$ cat config.mk
export PLATFORM = sky130hd
export DESIGN_NAME = ifetch_unit_flat
export DESIGN_NICKNAME = d
export VERILOG_FILES = /design/src/rtl/ifetch_if.sv /design/src/rtl/ifetch_unit.sv /design/src/flat_wrapper.sv
export SDC_FILE = /design/constraint.sdc
export NUM_CORES = 1
export LEC_CHECK = 0
export ABC_AREA = 1
export CORE_MARGIN = 4
export CORE_UTILIZATION = 45
export CTS_CLUSTER_SIZE = 28
export DETAILED_ROUTE_END_ITERATION = 16
export PLACE_DENSITY = 0.74
export SLEW_MARGIN = 5
export SYNTH_ARGS = -nofsm -noshare
export SYNTH_HDL_FRONTEND = slang
export SYNTH_SLANG_ARGS = --single-unit
$ cat constraint.sdc
create_clock -name clk -period 11.45 [get_ports clk]
set_clock_uncertainty 0.15 [all_clocks]
set_input_delay 2.29 -clock clk [delete_from_list [all_inputs] [get_ports clk]]
set_output_delay 2.29 -clock clk [all_outputs]
set_load 0.01 [all_outputs]
$ cat src/rtl/ifetch_if.sv
// Fetch-stage bus: instruction-memory address/data, redirect request and
// the decode-side valid/ready queue head.
interface ifetch_if #(
   parameter int QDEPTH = 4
);
   logic [31:0]              imem_addr;
   logic [31:0]              imem_instr;
   logic                     redirect_valid;
   logic [31:0]              redirect_pc;
   logic                     dec_ready;
   logic                     dec_valid;
   logic [31:0]              dec_instr;
   logic [31:0]              dec_pc;
   logic [31:0]              dec_pc_plus4;
   logic [$clog2(QDEPTH):0]  q_count;
   logic                     fetch_misaligned;

   modport master (
      output imem_addr,
      input  imem_instr,
      input  redirect_valid,
      input  redirect_pc,
      input  dec_ready,
      output dec_valid,
      output dec_instr,
      output dec_pc,
      output dec_pc_plus4,
      output q_count,
      output fetch_misaligned
   );

   modport slave (
      input  imem_addr,
      output imem_instr,
      output redirect_valid,
      output redirect_pc,
      output dec_ready,
      input  dec_valid,
      input  dec_instr,
      input  dec_pc,
      input  dec_pc_plus4,
      input  q_count,
      input  fetch_misaligned
   );
endinterface

$ cat src/rtl/ifetch_unit.sv
// Instruction-fetch stage: PC register, combinational imem lookup and a
// small {pc, instr} queue feeding decode, with flushing redirects.
module ifetch_unit #(
   parameter logic [31:0] RESET_PC = 32'h0000_0000,
   parameter int          QDEPTH   = 4
) (
   input  logic      clk,
   input  logic      rst,
   ifetch_if.master  bus
);
   localparam int PW = (QDEPTH > 1) ? $clog2(QDEPTH) : 1;
   localparam int CW = $clog2(QDEPTH) + 1;

   logic [31:0]   pc_q, pc_d;
   logic [PW-1:0] wr_ptr_q, wr_ptr_d;
   logic [PW-1:0] rd_ptr_q, rd_ptr_d;
   logic [CW-1:0] count_q, count_d;

   logic [31:0]   slot_pc    [QDEPTH];
   logic [31:0]   slot_instr [QDEPTH];

   logic          misaligned;
   logic          head_valid;
   logic          dec_fire;
   logic          fetch_fire;

   // The PC itself carries the misaligned state: only a redirect can make it
   // unaligned, and fetch never advances it while it is.
   assign misaligned = |pc_q[1:0];
   assign head_valid = (count_q != '0);
   assign dec_fire   = head_valid & bus.dec_ready;
   assign fetch_fire = ~bus.redirect_valid & ~misaligned &
                       ((count_q < CW'(QDEPTH)) | dec_fire);

   genvar gi;
   generate
      for (gi = 0; gi < QDEPTH; gi++) begin : g_slot
         logic [31:0] pc_slot_q;
         logic [31:0] instr_slot_q;

         always_ff @(posedge clk) begin
            if (fetch_fire && (wr_ptr_q == PW'(gi))) begin
               pc_slot_q    <= pc_q;
               instr_slot_q <= bus.imem_instr;
            end
         end

         assign slot_pc[gi]    = pc_slot_q;
         assign slot_instr[gi] = instr_slot_q;
      end
   endgenerate

   always_comb begin
      pc_d     = pc_q;
      wr_ptr_d = wr_ptr_q;
      rd_ptr_d = rd_ptr_q;
      count_d  = count_q;
      if (bus.redirect_valid) begin
         pc_d     = bus.redirect_pc;
         wr_ptr_d = '0;
         rd_ptr_d = '0;
         count_d  = '0;
      end else begin
         if (fetch_fire) begin
            pc_d     = pc_q + 32'd4;
            wr_ptr_d = wr_ptr_q + PW'(1);
         end
         if (dec_fire) begin
            rd_ptr_d = rd_ptr_q + PW'(1);
         end
         case ({fetch_fire, dec_fire})
            2'b10:   count_d = count_q + CW'(1);
            2'b01:   count_d = count_q - CW'(1);
            default: count_d = count_q;
         endcase
      end
   end

   always_ff @(posedge clk or posedge rst) begin
      if (rst) begin
         pc_q     <= RESET_PC;
         wr_ptr_q <= '0;
         rd_ptr_q <= '0;
         count_q  <= '0;
      end else begin
         pc_q     <= pc_d;
         wr_ptr_q <= wr_ptr_d;
         rd_ptr_q <= rd_ptr_d;
         count_q  <= count_d;
      end
   end

   assign bus.imem_addr        = pc_q;
   assign bus.fetch_misaligned = misaligned;
   assign bus.q_count          = count_q;
   assign bus.dec_valid        = head_valid;
   // Head fields read as zero whenever the queue is empty.
   assign bus.dec_pc           = head_valid ? slot_pc[rd_ptr_q]    : 32'h0;
   assign bus.dec_instr        = head_valid ? slot_instr[rd_ptr_q] : 32'h0;
   assign bus.dec_pc_plus4     = head_valid ? (slot_pc[rd_ptr_q] + 32'd4) : 32'h0;
endmodule

$ cat src/flat_wrapper.sv
// flat-port wrapper written by rule: the top's interface ports become plain ports
module ifetch_unit_flat 
#(
   parameter logic [31:0] RESET_PC = 32'h0000_0000,
   parameter int          QDEPTH   = 4
)
  (clk, rst, bus_imem_addr, bus_imem_instr, bus_redirect_valid, bus_redirect_pc, bus_dec_ready, bus_dec_valid, bus_dec_instr, bus_dec_pc, bus_dec_pc_plus4, bus_q_count, bus_fetch_misaligned);
  ifetch_if #(.QDEPTH(QDEPTH)) bus_i ();
  input  logic clk;
  input  logic rst;
  output wire logic [$bits(bus_i.imem_addr)-1:0] bus_imem_addr;
  input wire logic [$bits(bus_i.imem_instr)-1:0] bus_imem_instr;
  input wire logic [$bits(bus_i.redirect_valid)-1:0] bus_redirect_valid;
  input wire logic [$bits(bus_i.redirect_pc)-1:0] bus_redirect_pc;
  input wire logic [$bits(bus_i.dec_ready)-1:0] bus_dec_ready;
  output wire logic [$bits(bus_i.dec_valid)-1:0] bus_dec_valid;
  output wire logic [$bits(bus_i.dec_instr)-1:0] bus_dec_instr;
  output wire logic [$bits(bus_i.dec_pc)-1:0] bus_dec_pc;
  output wire logic [$bits(bus_i.dec_pc_plus4)-1:0] bus_dec_pc_plus4;
  output wire logic [$bits(bus_i.q_count)-1:0] bus_q_count;
  output wire logic [$bits(bus_i.fetch_misaligned)-1:0] bus_fetch_misaligned;
  assign bus_imem_addr = bus_i.imem_addr;
  assign bus_i.imem_instr = bus_imem_instr;
  assign bus_i.redirect_valid = bus_redirect_valid;
  assign bus_i.redirect_pc = bus_redirect_pc;
  assign bus_i.dec_ready = bus_dec_ready;
  assign bus_dec_valid = bus_i.dec_valid;
  assign bus_dec_instr = bus_i.dec_instr;
  assign bus_dec_pc = bus_i.dec_pc;
  assign bus_dec_pc_plus4 = bus_i.dec_pc_plus4;
  assign bus_q_count = bus_i.q_count;
  assign bus_fetch_misaligned = bus_i.fetch_misaligned;
  ifetch_unit #(.RESET_PC(RESET_PC), .QDEPTH(QDEPTH)) u_core (.clk(clk), .rst(rst), .bus(bus_i));
endmodule
==> impl_metrics.env <==
export IMPL_h_tree_depth=1
export IMPL_grt_max_degree=92
export IMPL_synthDistinctLibCells=37
export IMPL_cts_resized_gates=0
export IMPL_max_incr_delay_on_cp_ns=0.82
export IMPL_path_delay_family="buffers and inverters"
export IMPL_via_per_inst=5.45
export IMPL_postSynth_asyncResetShare_pct=13.2
export IMPL_antenna_left=0
export IMPL_timing_fmax_ghz=0.135
export IMPL_netlist_area_mm2=0.0141
export IMPL_cp_depth=15
export IMPL_numClockSinks=295
export IMPL_power_switching_mw=1.24
export IMPL_chain_of_cells_forming_the_critical_path="clkinv_2 -> buf_4 -> nand2_1 -> o211ai_1 -> nand2_2 -> ha_1 -> nand3_1 -> nor2_4 -> nand2_2 -> nor2_1 -> nand3_1 -> nand2_1 -> inv_1 -> nor2_1 -> clkdlybuf4s50_1"
export IMPL_die_x_um=185
export IMPL_timing_critical_path_from_type="register"
export IMPL_timing_slew_headroom_pct=29.1
export IMPL_worst_endpoint_arrival_ns=4.95
export IMPL_timing_final_crit_share_pct=64.5
export IMPL_crit_fanout=72
export IMPL_antenna_diode_instance_count=0
export IMPL_cellInternalPower_mw=2.38
export IMPL_dp_final_hpwl_um=24800
export IMPL_reg2reg_slack_ns=8.07
export IMPL_route_vias_total=11500
export IMPL_drt_iter0_drcs=1317
export IMPL_die_area_mm2=0.0342
export IMPL_status="finished, final reports clean"
export IMPL_worst_hold_startpoint="u_core.bus.imem_addr[0]"
export IMPL_die_height_um=185
export IMPL_yosysWarnings=0
export IMPL_final_layout_size_suffix_gt1_share_pct=4.43
export IMPL_wire_length_of_the_first_global_routing_pass_um=58400
export IMPL_synth_nets=1599
export IMPL_global_routing_usage_summed_across_all_routing_layers_pct=21.4
export IMPL_drc=0
export IMPL_cts_tree="yes"
export IMPL_seq_area_frac_synth_pct=61.4
export IMPL_finalHoldViolations=0
export IMPL_synthCells=1524
export IMPL_area_growth_syn_to_layout_pct=22.7
export IMPL_drv_max_cap_violation_count=0
export IMPL_design_portCount=201
export IMPL_drt_first_pass_iters=6
export IMPL_nets=1770
export IMPL_hold_depth=0
export IMPL_clkSlewWorstSetupHoldPaths_ns=0.06
export IMPL_cts_post_setup_buffers_inserted=0
export IMPL_antenna_found_initial=0
export IMPL_path_buf_inv=4
export IMPL_place_congestion=0.920
export IMPL_worstMarginPinSlew_ns=1.06
export IMPL_cts_root_buf="sky130_fd_sc_hd__clkbuf_16"
export IMPL_first_global_vias=10900
export IMPL_cts_buffers=29
export IMPL_skew_pair_late_insertion_delay_ns=0.54
export IMPL_gr_total_overflow=0
export IMPL_worst_r2r_startpoint="u_core.bus.imem_addr[1]"
export IMPL_reg2regPathDepth=6
export IMPL_pwr_share_seq_pct=36.8
export IMPL_critPathSlowestCell="sky130_fd_sc_hd__clkinv_2"
export IMPL_power_clock_fraction_pct=26.5
export IMPL_p_leak_nw=6.68
export IMPL_max_clock_path_buffers=3
export IMPL_finalSetupTns_ns=0
export IMPL_wl_per_cell_um=18.0
export IMPL_netSwitchingFraction_pct=34.3
export IMPL_route_final_wire_length_um=37900
export IMPL_cts_hold_buffers_added=0
export IMPL_power_density_cell_area_mw_per_mm2=209
export IMPL_final_min_clock_period_ns=7.39
export IMPL_setup_violations_final=0
export IMPL_top_reg_cell_synth="sky130_fd_sc_hd__edfxtp_1"
export IMPL_core_region_area_mm2=0.0307
export IMPL_hold_path_class="register to register"
export IMPL_rsz0062_at_grt="no"
export IMPL_synth_edff_count=256
export IMPL_timing_hold_ws_ns=0.436
export IMPL_finalMaxSlewViolations=0
export IMPL_critical_path_class="register to primary output"
export IMPL_worst_hold_path_endpoint="u_core.g_slot[2].pc_slot_q[0]"
export IMPL_peakVddDrop_mv=0.109
export IMPL_r2r_end="u_core.g_slot[1].instr_slot_q[11]"
export IMPL_comb_power_share_pct=36.7
export IMPL_synth_area_per_cell_um2=9.25
export IMPL_cp_required_ns=9.01
export IMPL_synth_seq_cells=295
export IMPL_initial_utilization_pct=45.9
export IMPL_num_rows=64
export IMPL_numPortBuffers=200
export IMPL_end_kind="primary output"
-- worst max-delay path by stage --
stage                            start                               end  slack [ns]
floorplan           bus_redirect_valid  u_core.g_slot[0].instr_slot_q[0]        5.09
global route        u_core.rd_ptr_q[0]              bus_dec_pc_plus4[26]        3.62
global placement    u_core.rd_ptr_q[0]              bus_dec_pc_plus4[22]        4.73
finish              u_core.rd_ptr_q[0]              bus_dec_pc_plus4[28]        4.06
CTS                 u_core.rd_ptr_q[0]              bus_dec_pc_plus4[22]        4.00
detailed placement  u_core.rd_ptr_q[0]              bus_dec_pc_plus4[14]        4.60
-- cell type report --
| class | count | area [um2] |
|---|---|---|
| clock inverters | 14 | 203 |
| well taps | 396 | 495 |
| fillers | 2608 | 13500 |
| clock buffers | 38 | 759 |
| flip-flops and latches | 295 | 8670 |
| repair buffers | 210 | 2080 |
| multi-input cells | 1081 | 4800 |
| inverters | 78 | 297 |
-- routing by layer --
| metal | up-vias | routed length (um) | share of wire, % | track usage, % |
|---|---|---|---|---|
| met5 | - | 0 | 0 | 0 |
| met4 | 0 | 653 | 1.7 | 4.87 |
| met3 | 52 | 3420 | 9.0 | 2.99 |
| met2 | 610 | 17700 | 47 | 34.5 |
| met1 | 5414 | 16200 | 43 | 31.0 |
| li1 | 5436 | - | - | - |
-- cells in the mapped netlist (2+ instances only) --
cell type / n / area share (%)
sky130_fd_sc_hd__nor3_1: 15 / 0.53
sky130_fd_sc_hd__clkbuf_1: 22 / 0.59
sky130_fd_sc_hd__o311ai_0: 2 / 0.12
sky130_fd_sc_hd__buf_6: 6 / 0.48
sky130_fd_sc_hd__nor2_2: 6 / 0.27
sky130_fd_sc_hd__xor2_1: 13 / 0.81
sky130_fd_sc_hd__buf_2: 25 / 0.89
sky130_fd_sc_hd__nand4_1: 8 / 0.35
sky130_fd_sc_hd__a31oi_1: 3 / 0.13
sky130_fd_sc_hd__a21oi_1: 59 / 2.1
sky130_fd_sc_hd__edfxtp_1: 256 / 55
sky130_fd_sc_hd__o21bai_1: 2 / 0.11
sky130_fd_sc_hd__ha_1: 6 / 0.53
sky130_fd_sc_hd__buf_1: 6 / 0.16
sky130_fd_sc_hd__inv_1: 75 / 2.0
sky130_fd_sc_hd__xnor2_1: 3 / 0.19
sky130_fd_sc_hd__nor2_4: 6 / 0.48
sky130_fd_sc_hd__nand3_1: 94 / 3.3
sky130_fd_sc_hd__buf_4: 11 / 0.59
sky130_fd_sc_hd__o211ai_1: 16 / 0.85
sky130_fd_sc_hd__o21ai_0: 100 / 3.5
sky130_fd_sc_hd__dfrtp_1: 39 / 6.9
sky130_fd_sc_hd__nand2_2: 6 / 0.27
sky130_fd_sc_hd__o221ai_1: 2 / 0.12
sky130_fd_sc_hd__nand2_1: 452 / 12
sky130_fd_sc_hd__nor2_1: 279 / 7.4
sky130_fd_sc_hd__nand3b_1: 2 / 0.11
-- power by group through the flow --
stage / registers [mW] / logic [mW] / clock network [mW]
finish: 1.33 / 1.33 / 0.959
CTS: 1.33 / 1.33 / 0.972
global route: 1.34 / 1.45 / 1.02
detailed placement: 1.35 / 1.33 / 0
global placement: 1.35 / 1.31 / 0
floorplan: 1.32 / 0.708 / 0
-- layout by cell type, fill, tap and decap left out, types with 2 or more instances in the layout --
cell                              synthesis  final
sky130_fd_sc_hd__o211ai_1                16     16
sky130_fd_sc_hd__o21ai_0                100    100
sky130_fd_sc_hd__nand3_1                 94     94
sky130_fd_sc_hd__edfxtp_1               256    256
sky130_fd_sc_hd__nand2_2                  6      6
sky130_fd_sc_hd__nor2_1                 279    275
sky130_fd_sc_hd__inv_1                   75     75
sky130_fd_sc_hd__nor2_2                   6      6
sky130_fd_sc_hd__clkinv_2                 0      2
sky130_fd_sc_hd__nor2_4                   6     10
sky130_fd_sc_hd__clkinv_1                 1      6
sky130_fd_sc_hd__bufinv_16                0      5
sky130_fd_sc_hd__clkdlybuf4s50_1          0    200
sky130_fd_sc_hd__buf_4                   11     10
sky130_fd_sc_hd__xor2_1                  13     13
sky130_fd_sc_hd__dfrtp_1                 39     37
sky130_fd_sc_hd__nand3b_1                 2      2
sky130_fd_sc_hd__xnor2_1                  3      3
sky130_fd_sc_hd__nor3_1                  15     14
sky130_fd_sc_hd__nand4_1                  8      8
sky130_fd_sc_hd__clkbuf_16                0     29
sky130_fd_sc_hd__o21bai_1                 2      2
sky130_fd_sc_hd__o311ai_0                 2      2
sky130_fd_sc_hd__o221ai_1                 2      2
sky130_fd_sc_hd__a21oi_1                 59     59
sky130_fd_sc_hd__clkbuf_1                22      9
sky130_fd_sc_hd__a31oi_1                  3      3
sky130_fd_sc_hd__nand2_1                452    452
sky130_fd_sc_hd__ha_1                     6      6
-- stage by stage --
| stage | power (mW) | worst slack [ns] | instances | utilization, % | area, um2 |
|---|---|---|---|---|---|
| 2_1_floorplan | 2.03 | 5.09 | 1524 | - | 14100 |
| 3_3_place_gp | 2.66 | 4.73 | 2060 | 53.1 | 16300 |
| 3_5_place_dp | 2.68 | 4.60 | 2060 | 53.1 | 16300 |
| 4_1_cts | 3.63 | 4.00 | 2112 | 56.3 | 17300 |
| 5_1_grt | 3.81 | 3.62 | 2112 | 56.3 | 17300 |
| 6_report | 3.62 | 4.06 | 2112 | 56.3 | 17300 |
-- cell families (layout without fill, tap and decap cells) --
| family | after synthesis | after routing | synth area share, % |
|---|---|---|---|
| XOR/XNOR | 16 | 16 | 0.994 |
| buffers and inverters | 148 | 340 | 4.79 |
| AO/OA/AOI/OAI | 188 | 188 | 7.20 |
| adder cells (fa/ha/maj) | 7 | 7 | 0.674 |
| AND/OR/NAND/NOR | 870 | 870 | 24.9 |
| flip-flops | 295 | 295 | 61.4 |
-- flip-flops by register name (all words and copies together) (netlist names) --
register / cells
u_core.wr_ptr_q: 2
u_core.g_slot.instr_slot_q: 128
u_core.rd_ptr_q: 2
u_core.g_slot.pc_slot_q: 128
u_core.bus.q_count: 3
u_core.bus.imem_addr: 32
Power figures use the tool's default switching activity.
